### src/rtl/serial_cfg_rx.sv
// rtl/serial_cfg_rx.sv - serial control-bus receiver: SEN/SCLK/SDI frames to register-write strobes
// Oversamples the asynchronous serial pins on master_clk and serves read-back on SDO.
module serial_cfg_rx #(
  parameter int FRAME_BITS = 40,
  parameter int ERR_W      = 8
) (
  input  logic              master_clk,
  input  logic              reset_n,
  input  logic              SEN,
  input  logic              SCLK,
  input  logic              SDI,
  input  logic [31:0]       readback_data,
  output logic              SDO,
  output logic              sdo_oe,
  output logic              serial_strobe,
  output logic [6:0]        serial_addr,
  output logic [31:0]       serial_data,
  output logic              busy,
  output logic [ERR_W-1:0]  frame_err_count
);

  localparam logic [5:0] LP_HDR_LAST  = 6'd7;
  localparam logic [5:0] LP_FRAME     = 6'(FRAME_BITS);
  localparam logic [5:0] LP_RD_SHIFT  = 6'd9;
  localparam logic [5:0] LP_CNT_MAX   = 6'h3F;

  typedef enum logic [2:0] {
    ST_IDLE,
    ST_HEADER,
    ST_WDATA,
    ST_RDATA,
    ST_OVERRUN
  } state_t;

  logic             r_sen_s1, r_sen_s2, r_sen_s3;
  logic             r_sclk_s1, r_sclk_s2, r_sclk_s3;
  logic             r_sdi_s1, r_sdi_s2;
  logic [1:0]       r_settle;
  logic             r_armed;

  state_t           r_state;
  logic [5:0]       r_bit_cnt;
  logic [31:0]      r_shift;
  logic [31:0]      r_rd_shift;
  logic             r_rd_load;
  logic             r_sdo_load;
  logic             r_sdo;
  logic             r_sdo_oe;
  logic             r_strobe;
  logic [6:0]       r_addr;
  logic [31:0]      r_data;
  logic [ERR_W-1:0] r_err;

  logic             w_sclk_rise;
  logic             w_sclk_fall;
  logic             w_sen_rise;
  logic             w_sen_fall;
  logic             w_bit_rise;
  logic [5:0]       w_cnt_next;
  logic [ERR_W-1:0] w_err_next;

  assign w_sclk_rise = ~r_sclk_s3 & r_sclk_s2;
  assign w_sclk_fall = r_sclk_s3 & ~r_sclk_s2;
  assign w_sen_rise  = ~r_sen_s3 & r_sen_s2;
  assign w_sen_fall  = r_sen_s3 & ~r_sen_s2;
  assign w_bit_rise  = w_sclk_rise & r_sen_s2;
  assign w_cnt_next  = (r_bit_cnt == LP_CNT_MAX) ? r_bit_cnt : r_bit_cnt + 6'd1;
  assign w_err_next  = (r_err == {ERR_W{1'b1}}) ? r_err
                                                : r_err + {{(ERR_W-1){1'b0}}, 1'b1};

  // A frame already running when reset releases must not be picked up mid-way:
  // frames are only accepted after SEN has been seen low through a settled pipeline.
  always_ff @(posedge master_clk or negedge reset_n) begin
    if (!reset_n) begin
      r_sen_s1  <= 1'b0;
      r_sen_s2  <= 1'b0;
      r_sen_s3  <= 1'b0;
      r_sclk_s1 <= 1'b0;
      r_sclk_s2 <= 1'b0;
      r_sclk_s3 <= 1'b0;
      r_sdi_s1  <= 1'b0;
      r_sdi_s2  <= 1'b0;
      r_settle  <= 2'd0;
      r_armed   <= 1'b0;
    end else begin
      r_sen_s1  <= SEN;
      r_sen_s2  <= r_sen_s1;
      r_sen_s3  <= r_sen_s2;
      r_sclk_s1 <= SCLK;
      r_sclk_s2 <= r_sclk_s1;
      r_sclk_s3 <= r_sclk_s2;
      r_sdi_s1  <= SDI;
      r_sdi_s2  <= r_sdi_s1;
      if (r_settle != 2'd3) begin
        r_settle <= r_settle + 2'd1;
      end
      if (r_settle == 2'd3 && !r_sen_s2) begin
        r_armed <= 1'b1;
      end
    end
  end

  always_ff @(posedge master_clk or negedge reset_n) begin
    if (!reset_n) begin
      r_state    <= ST_IDLE;
      r_bit_cnt  <= 6'd0;
      r_shift    <= 32'd0;
      r_rd_shift <= 32'd0;
      r_rd_load  <= 1'b0;
      r_sdo_load <= 1'b0;
      r_sdo      <= 1'b0;
      r_sdo_oe   <= 1'b0;
      r_strobe   <= 1'b0;
      r_addr     <= 7'd0;
      r_data     <= 32'd0;
      r_err      <= {ERR_W{1'b0}};
    end else begin
      r_strobe <= 1'b0;
      if (r_state != ST_IDLE && w_sen_fall) begin
        r_state    <= ST_IDLE;
        r_bit_cnt  <= 6'd0;
        r_rd_load  <= 1'b0;
        r_sdo_load <= 1'b0;
        r_sdo      <= 1'b0;
        r_sdo_oe   <= 1'b0;
        if (r_state == ST_OVERRUN) begin
          r_err <= w_err_next;
        end else if (r_bit_cnt == LP_FRAME) begin
          if (r_state == ST_WDATA) begin
            r_data   <= r_shift;
            r_strobe <= 1'b1;
          end
        end else if (r_bit_cnt != 6'd0) begin
          r_err <= w_err_next;
        end
      end else begin
        case (r_state)
          ST_IDLE: begin
            r_bit_cnt <= 6'd0;
            if (r_armed && w_sen_rise) begin
              r_state <= ST_HEADER;
            end
          end

          ST_HEADER: begin
            if (w_bit_rise) begin
              r_shift   <= {r_shift[30:0], r_sdi_s2};
              r_bit_cnt <= w_cnt_next;
              if (r_bit_cnt == LP_HDR_LAST) begin
                // r_shift[6] holds the first header bit (R/W) at this point
                r_addr <= {r_shift[5:0], r_sdi_s2};
                if (r_shift[6]) begin
                  r_state   <= ST_RDATA;
                  r_sdo_oe  <= 1'b1;
                  r_rd_load <= 1'b1;
                end else begin
                  r_state <= ST_WDATA;
                end
              end
            end
          end

          ST_WDATA: begin
            if (w_bit_rise) begin
              r_bit_cnt <= w_cnt_next;
              if (r_bit_cnt == LP_FRAME) begin
                r_state <= ST_OVERRUN;
              end else begin
                r_shift <= {r_shift[30:0], r_sdi_s2};
              end
            end
          end

          ST_RDATA: begin
            if (r_rd_load) begin
              r_rd_shift <= readback_data;
              r_rd_load  <= 1'b0;
              r_sdo_load <= 1'b1;
            end
            if (r_sdo_load) begin
              r_sdo      <= r_rd_shift[31];
              r_sdo_load <= 1'b0;
            end
            // The fall right after the header keeps bit 31 up for the host's first data rise
            if (w_sclk_fall && r_bit_cnt >= LP_RD_SHIFT) begin
              r_rd_shift <= {r_rd_shift[30:0], 1'b0};
              r_sdo      <= r_rd_shift[30];
            end
            if (w_bit_rise) begin
              r_bit_cnt <= w_cnt_next;
              if (r_bit_cnt == LP_FRAME) begin
                r_state  <= ST_OVERRUN;
                r_sdo_oe <= 1'b0;
                r_sdo    <= 1'b0;
              end
            end
          end

          ST_OVERRUN: begin
            r_state <= ST_OVERRUN;
          end

          default: begin
            r_state <= ST_IDLE;
          end
        endcase
      end
    end
  end

  assign SDO             = r_sdo;
  assign sdo_oe          = r_sdo_oe;
  assign serial_strobe   = r_strobe;
  assign serial_addr     = r_addr;
  assign serial_data     = r_data;
  assign busy            = (r_state != ST_IDLE);
  assign frame_err_count = r_err;

endmodule

### config.mk
export PLATFORM = sky130hd
export DESIGN_NAME = serial_cfg_rx
export DESIGN_NICKNAME = d
export VERILOG_FILES = /design/src/rtl/serial_cfg_rx.sv
export SDC_FILE = /design/constraint.sdc
export NUM_CORES = 1
export LEC_CHECK = 0
export ABC_CLOCK_PERIOD_IN_PS = 1900
export CAP_MARGIN = 10
export CELL_PAD_IN_SITES_DETAIL_PLACEMENT = 1
export CELL_PAD_IN_SITES_GLOBAL_PLACEMENT = 1
export CORE_ASPECT_RATIO = 1.4
export CORE_MARGIN = 1.5
export CORE_UTILIZATION = 40
export CTS_CLUSTER_DIAMETER = 30
export DETAILED_ROUTE_END_ITERATION = 10
export GPL_TIMING_DRIVEN = 0
export MAX_ROUTING_LAYER = met4
export PLACE_DENSITY = 0.81
export SKIP_LAST_GASP = 1
export SYNTH_ARGS = -nofsm -noshare
export SYNTH_HDL_FRONTEND = slang
export SYNTH_SLANG_ARGS = --single-unit
### constraint.sdc
create_clock -name master_clk -period 1.9 [get_ports master_clk]
set_input_delay 0.38 -clock master_clk [delete_from_list [all_inputs] [get_ports master_clk]]
set_output_delay 0.38 -clock master_clk [all_outputs]
set_load 0.005 [all_outputs]
# After elaboration in Yosys (flattened, before gate mapping)
# Index checks and enable logic that the tools add are counted.
[word_totals]
regBits = 136
latch_bits = 0
ramBits = 0
mem_bits_ro = 0
inputBits = 37
out_inout_bits = 51
n_memories = 0
[op_classes]
add_sub_neg = 3
multipliers = 0
div = 0
order_cmp = 1
eq_ne = 24
shifts = 0
n_mux = 45
bitwise_logic = 11
n_reduce_logical = 25
[op_table]
columns = ["op", "count"]
rows = [
  ["32-bit 2-to-1 mux", 5],
  ["32-bit one-hot mux with 2 select lines", 1],
  ["8-bit 2-to-1 mux", 4],
  ["1-bit 2-to-1 mux", 22],
  ["3-bit 2-to-1 mux", 6],
  ["6-bit 2-to-1 mux", 3],
  ["3-bit != test, second input constant", 6],
  ["6-bit equality test, second input constant", 2],
  ["3-bit one-hot mux with 4 select lines", 1],
  ["6-bit one-hot mux with 2 select lines", 1],
  ["4-bit AND reduction", 3],
  ["2-bit != test, second input constant", 5],
  ["5-bit AND reduction", 2],
  ["3-bit by 1-bit != test with 1-bit output, second input constant", 3],
  ["3-bit AND reduction", 3],
  ["3-bit nonzero test", 3],
  ["8-bit by 1-bit adder with 8-bit output, second input constant", 1],
  ["8-bit equality test, second input constant", 1],
  ["2-bit nonzero test", 4],
  ["6-bit by 1-bit adder with 6-bit output, second input constant", 1],
  ["3-bit by 2-bit equality test with 1-bit output, second input constant", 2],
  ["6-bit by 3-bit equality test with 1-bit output, second input constant", 1],
  ["6-bit by 4-bit >= comparator with 1-bit output, second input constant", 1],
  ["1-bit inverter", 6],
  ["14 further kinds", 22],
]

# Depth between registers and ports, before layout
[logic_depth]
ltp_word = 8
ltp_mapped = 9

# Worst setup path after synthesis
# No wires, ideal clock.
[synth_timing]
kind = "register to register"
startpoint = "register r_bit_cnt[0]"
endpoint = "register r_data[10] (netlist: serial_data[10])"
setup_ns = 0.125
arrival_ns = 1.922
path_slack_ns = -0.147
path_stages_with_launch = 8
period_less_slack_ns = 2.047
path_cell_list = "dfrtp_1 > inv_1 > ha_1 > nand4_2 > or4_1 > buf_2 > buf_6 > mux2_4"
[synth_between]
elab_chain_len = 2
[synth_lines]
columns = ["element", "line", "text"]
rows = [
  ["from (decl)", "42", "logic [5:0] r_bit_cnt;"],
  ["from (signal assigned)", "148", "r_bit_cnt <= w_cnt_next;"],
  ["from (signal assigned)", "165", "r_bit_cnt <= w_cnt_next;"],
  ["from (signal assigned)", "190", "r_bit_cnt <= w_cnt_next;"],
  ["6-bit equality test", "128", "end else if (r_bit_cnt == LP_FRAME) begin"],
  ["4-bit AND reduction (no line)", "n/a", ""],
  ["to (signal assigned)", "130", "r_data <= r_shift;"],
  ["to (decl)", "51", "logic [31:0] r_data;"],
]
# Every way passes these cells.
# A chain may end at the register's enable or synchronous reset.

# Worst setup path in the final report
[layout_timing]
startpoint = "register r_bit_cnt[1]"
endpoint = "register r_rd_shift[23]"
[layout_between]
elab_chain_len = 4
[layout_lines]
columns = ["element", "line", "text"]
rows = [
  ["6-bit by 4-bit >= comparator with 1-bit output *", "185", "if (w_sclk_fall && r_bit_cnt >= LP_RD_SHIFT) begin"],
  ["1-bit logical AND *", "185", ""],
  ["2-bit nonzero test (no line)", "n/a", ""],
  ["3-bit AND reduction (no line)", "n/a", ""],
  ["to (signal assigned)", "176", "r_rd_shift <= readback_data;"],
  ["to (signal assigned)", "186", "r_rd_shift <= {r_rd_shift[30:0], 1'b0};"],
  ["to (decl)", "44", "logic [31:0] r_rd_shift;"],
]
# Mark *: on every way between the ends. The rest lies on a longest branch, timed or not.

==> reports/qor.yml <==
final_max_slew_viol_count: 0
seqCellArea_mm2: 0.003410
die_w_um: 105.2
fin_skew_ps: 12.52
start_util: 0.4068
routed_wl_um: 15460
clock_path_buffers: 2
nNetsFinal: 633
synth_area_leaders: "dfrtp_1, mux2_2, mux2_4"
timing.critical_path.max_delay_family: "simple AND/OR/NAND/NOR gates"
cts_sinks: 136
place.gp.congestion: 0.7951
antenna_found_initial: 0
die_h_um: 146.1
intPower_uw: 5669
fmax_ghz: 0.4748
syn_nets: 491
dp_hpwl_um: 9012
synth-async-reset-ratio: 1.000
crit_path_max_fanout: 8
root_buffer: "clkbuf_16"
slew_headroom: 0.5578
synthCells: 448
area_delta_synth_final_pct: 42.25
wl_per_cell_um: 19.52
dr_wl_met2_um: 8839
synth-edff-count: 0
die_area_mm2: 0.01537
cp_num_buf_inv: 3
ant_nets: 0
track_usage: 0.2035
synthTopCellsByCount: "dfrtp_1, nand2_1, mux2_2, o21ai_0, mux2i_1"
overflow: 0
critPathLaunch: "r_bit_cnt[1]"
core_mm2: 0.01438
status: "finished with violations"
fin_crit_sh: 1.109
finalHoldViolCount: 0
cp_cell_sequence: "inv_2 -> ha_4 -> or3b_4 -> a21oi_4 -> nand2b_4 -> buf_12 -> buf_12 -> mux2i_1 -> o21ai_1"
power.density_mw_per_mm2: 932.2
rr_startpoint: "r_bit_cnt[1]"
nFillCells: 1428
io_pins: 88
violations: "setup timing"
final_util: 0.5787
synth_most_common_cell: "dfrtp_1"
antenna_cells: 0
hp-class: "flip-flop to flip-flop"
row_count: 52
peakVddDrop_v: 0.0006378
drtIter0Drc: 175
maxCapViolCount: 0
period_minus_slack_ps: 2106
ys_types: 48
leakage_uw: 0.004118
cts_tree: "done"
seqPwrFrac: 0.405
grt_pass1_wl_um: 23580
worst_slack_ps: -206.2
cts_inserted_buffers: 17
cp-end-kind: "flip-flop"
drc: 0
clk_pin_slew_ps: 60
min_from: "r_sdi_s1"
max_stage_delay_ps: 420
yosysWarnings: 0
required_ps: 2190
route.met3.wl_um: 506
grt_pass1_vias: 4619
p_sw_uw: 2087
grt_max_degree: 72
seq_area_frac_synth: 0.5818
syn_area_mm2: 0.005849
worstSetupPathType: "flip-flop to flip-flop"
top_layer: "met4"
syn_avg_cell_area_um2: 13.06
synth_seq_cells: 136
netSwitchingFraction: 0.2691
drt-met1-wl_um: 5750
cpMostUsedCell: "buf_12"
multi_input_area_mm2: 0.002490
worstMarginPinSlew_ps: 663.2
crit_arrival_ps: 2390
combPwrFrac: 0.129
p_clk_frac: 0.466
viasPerCell: 5.159
dpl_cell_area_mm2: 0.007028
via_count: 4086
finalSetupViolations: 73
rsz0062_at_grt: "true"
drive_above_1_share: 0.3350
h-tree-depth: 4
port_buffers: 87
crit_path_top_delay_cell: "dfrtp_1"
netlist.area_leader.share: 0.5818
yosysTopAreaCell: "dfrtp_1"
worstSkewPairLatency_ps: 420
critPathLaunchType: "flip-flop"
fin_area_mm2: 0.008320
first_pass_iters: 5
synth-main-ff-cell: "dfrtp_1"
## power by group through the flow
stage	logic (uW)	registers, uW	clock network, uW
after global placement	671	3180	0
after detailed placement	713	3200	0
final	1000	3140	3610
after CTS	892	3130	3640
after global routing	1070	3150	3800
after floorplan	382	3160	0
## layout by cell type (no fill, tap or decap), drive strengths merged, types with 8 or more instances in the layout
cell type	netlist	layout
buf	14	47
a21oi	8	8
mux2	73	73
inv	7	18
xor2	9	9
nand2	51	51
mux2i	32	32
nor2	16	16
clkdlybuf4s50	0	85
clkbuf	8	28
o21ai	35	35
dfrtp	136	136
## metrics by stage
step	power (uW)	setup TNS, ps	setup slack [ps]	cells	hold WS, ps
floorplan	3539	0	4.641	448	84.41
global placement	3852	-657040	-4708	724	334.3
detailed placement	3912	-24340	-397.6	725	340.9
CTS	7663	-7765	-138.3	776	355.5
global route	8019	-14830	-346.8	792	372.1
finish	7757	-9467	-206.2	792	360.9
## routing by layer
metal  vias up  GRT usage
met4         0    0.08151
met2       102     0.3732
met5         -          -
met3        33    0.04464
li1       1848          -
met1      2103     0.2077
## worst reg2reg max path: stages (launching register included)
cell      delay, ps
dfrtp_1         420
inv_2           130
ha_4            140
or3b_4          400
a21oi_4         150
nand2b_4        140
buf_12          150
buf_12          130
mux2i_1         200
o21ai_1         110
## what timing repair did
item / in CTS / in global routing
resized for setup: 45 / 55
cloned: 0 / 4
buffers inserted: 19 / 12
endpoints found under the hold margin: 41 / 0
hold buffers: 1 / 0
setup endpoints to repair: 113 / 111
pin swaps: 8 / 13
## final cells by class
class                      instances  area share
tap                              189     0.02842
sequential                       136      0.4098
clock inverter                    15     0.02647
multi-input combinational        283      0.2992
timing repair buffer             124      0.1547
clock buffer                      17     0.05113
inverter                           7    0.003459
buffer                            21     0.02677
## final timing paths
| check | end | slack, ps | cells after the start |
|---|---|---|---|
| min in group asynchronous | r_rd_shift[6] | 500 | 2 |
| hold / removal | r_sdi_s2 | 360 | 0 |
| max in group asynchronous | r_shift[28] | 620 | 3 |
| setup reg to reg | r_rd_shift[23] | -210 | 9 |
| setup / recovery | r_rd_shift[23] | -210 | 9 |
| hold reg to reg | r_sdi_s2 | 360 | 0 |
## state kept, by name, indices dropped and copies added, names as in the netlist, 2 cells and up
register	count
r_rd_shift	32
r_shift	32
serial_data	32
frame_err_count	8
serial_addr	7
r_bit_cnt	6
r_state	3
r_settle	2
## cells by family after synthesis
logic type,share of synthesized area
flip-flops,0.5818
buffers and inverters,0.02759
XOR/XNOR,0.01947
multiplexers,0.2139
adder cells (fa/ha/maj),0.01283
AND/OR/NAND/NOR,0.09219
AO/OA/AOI/OAI,0.05220
Power figures use the tool's default switching activity.
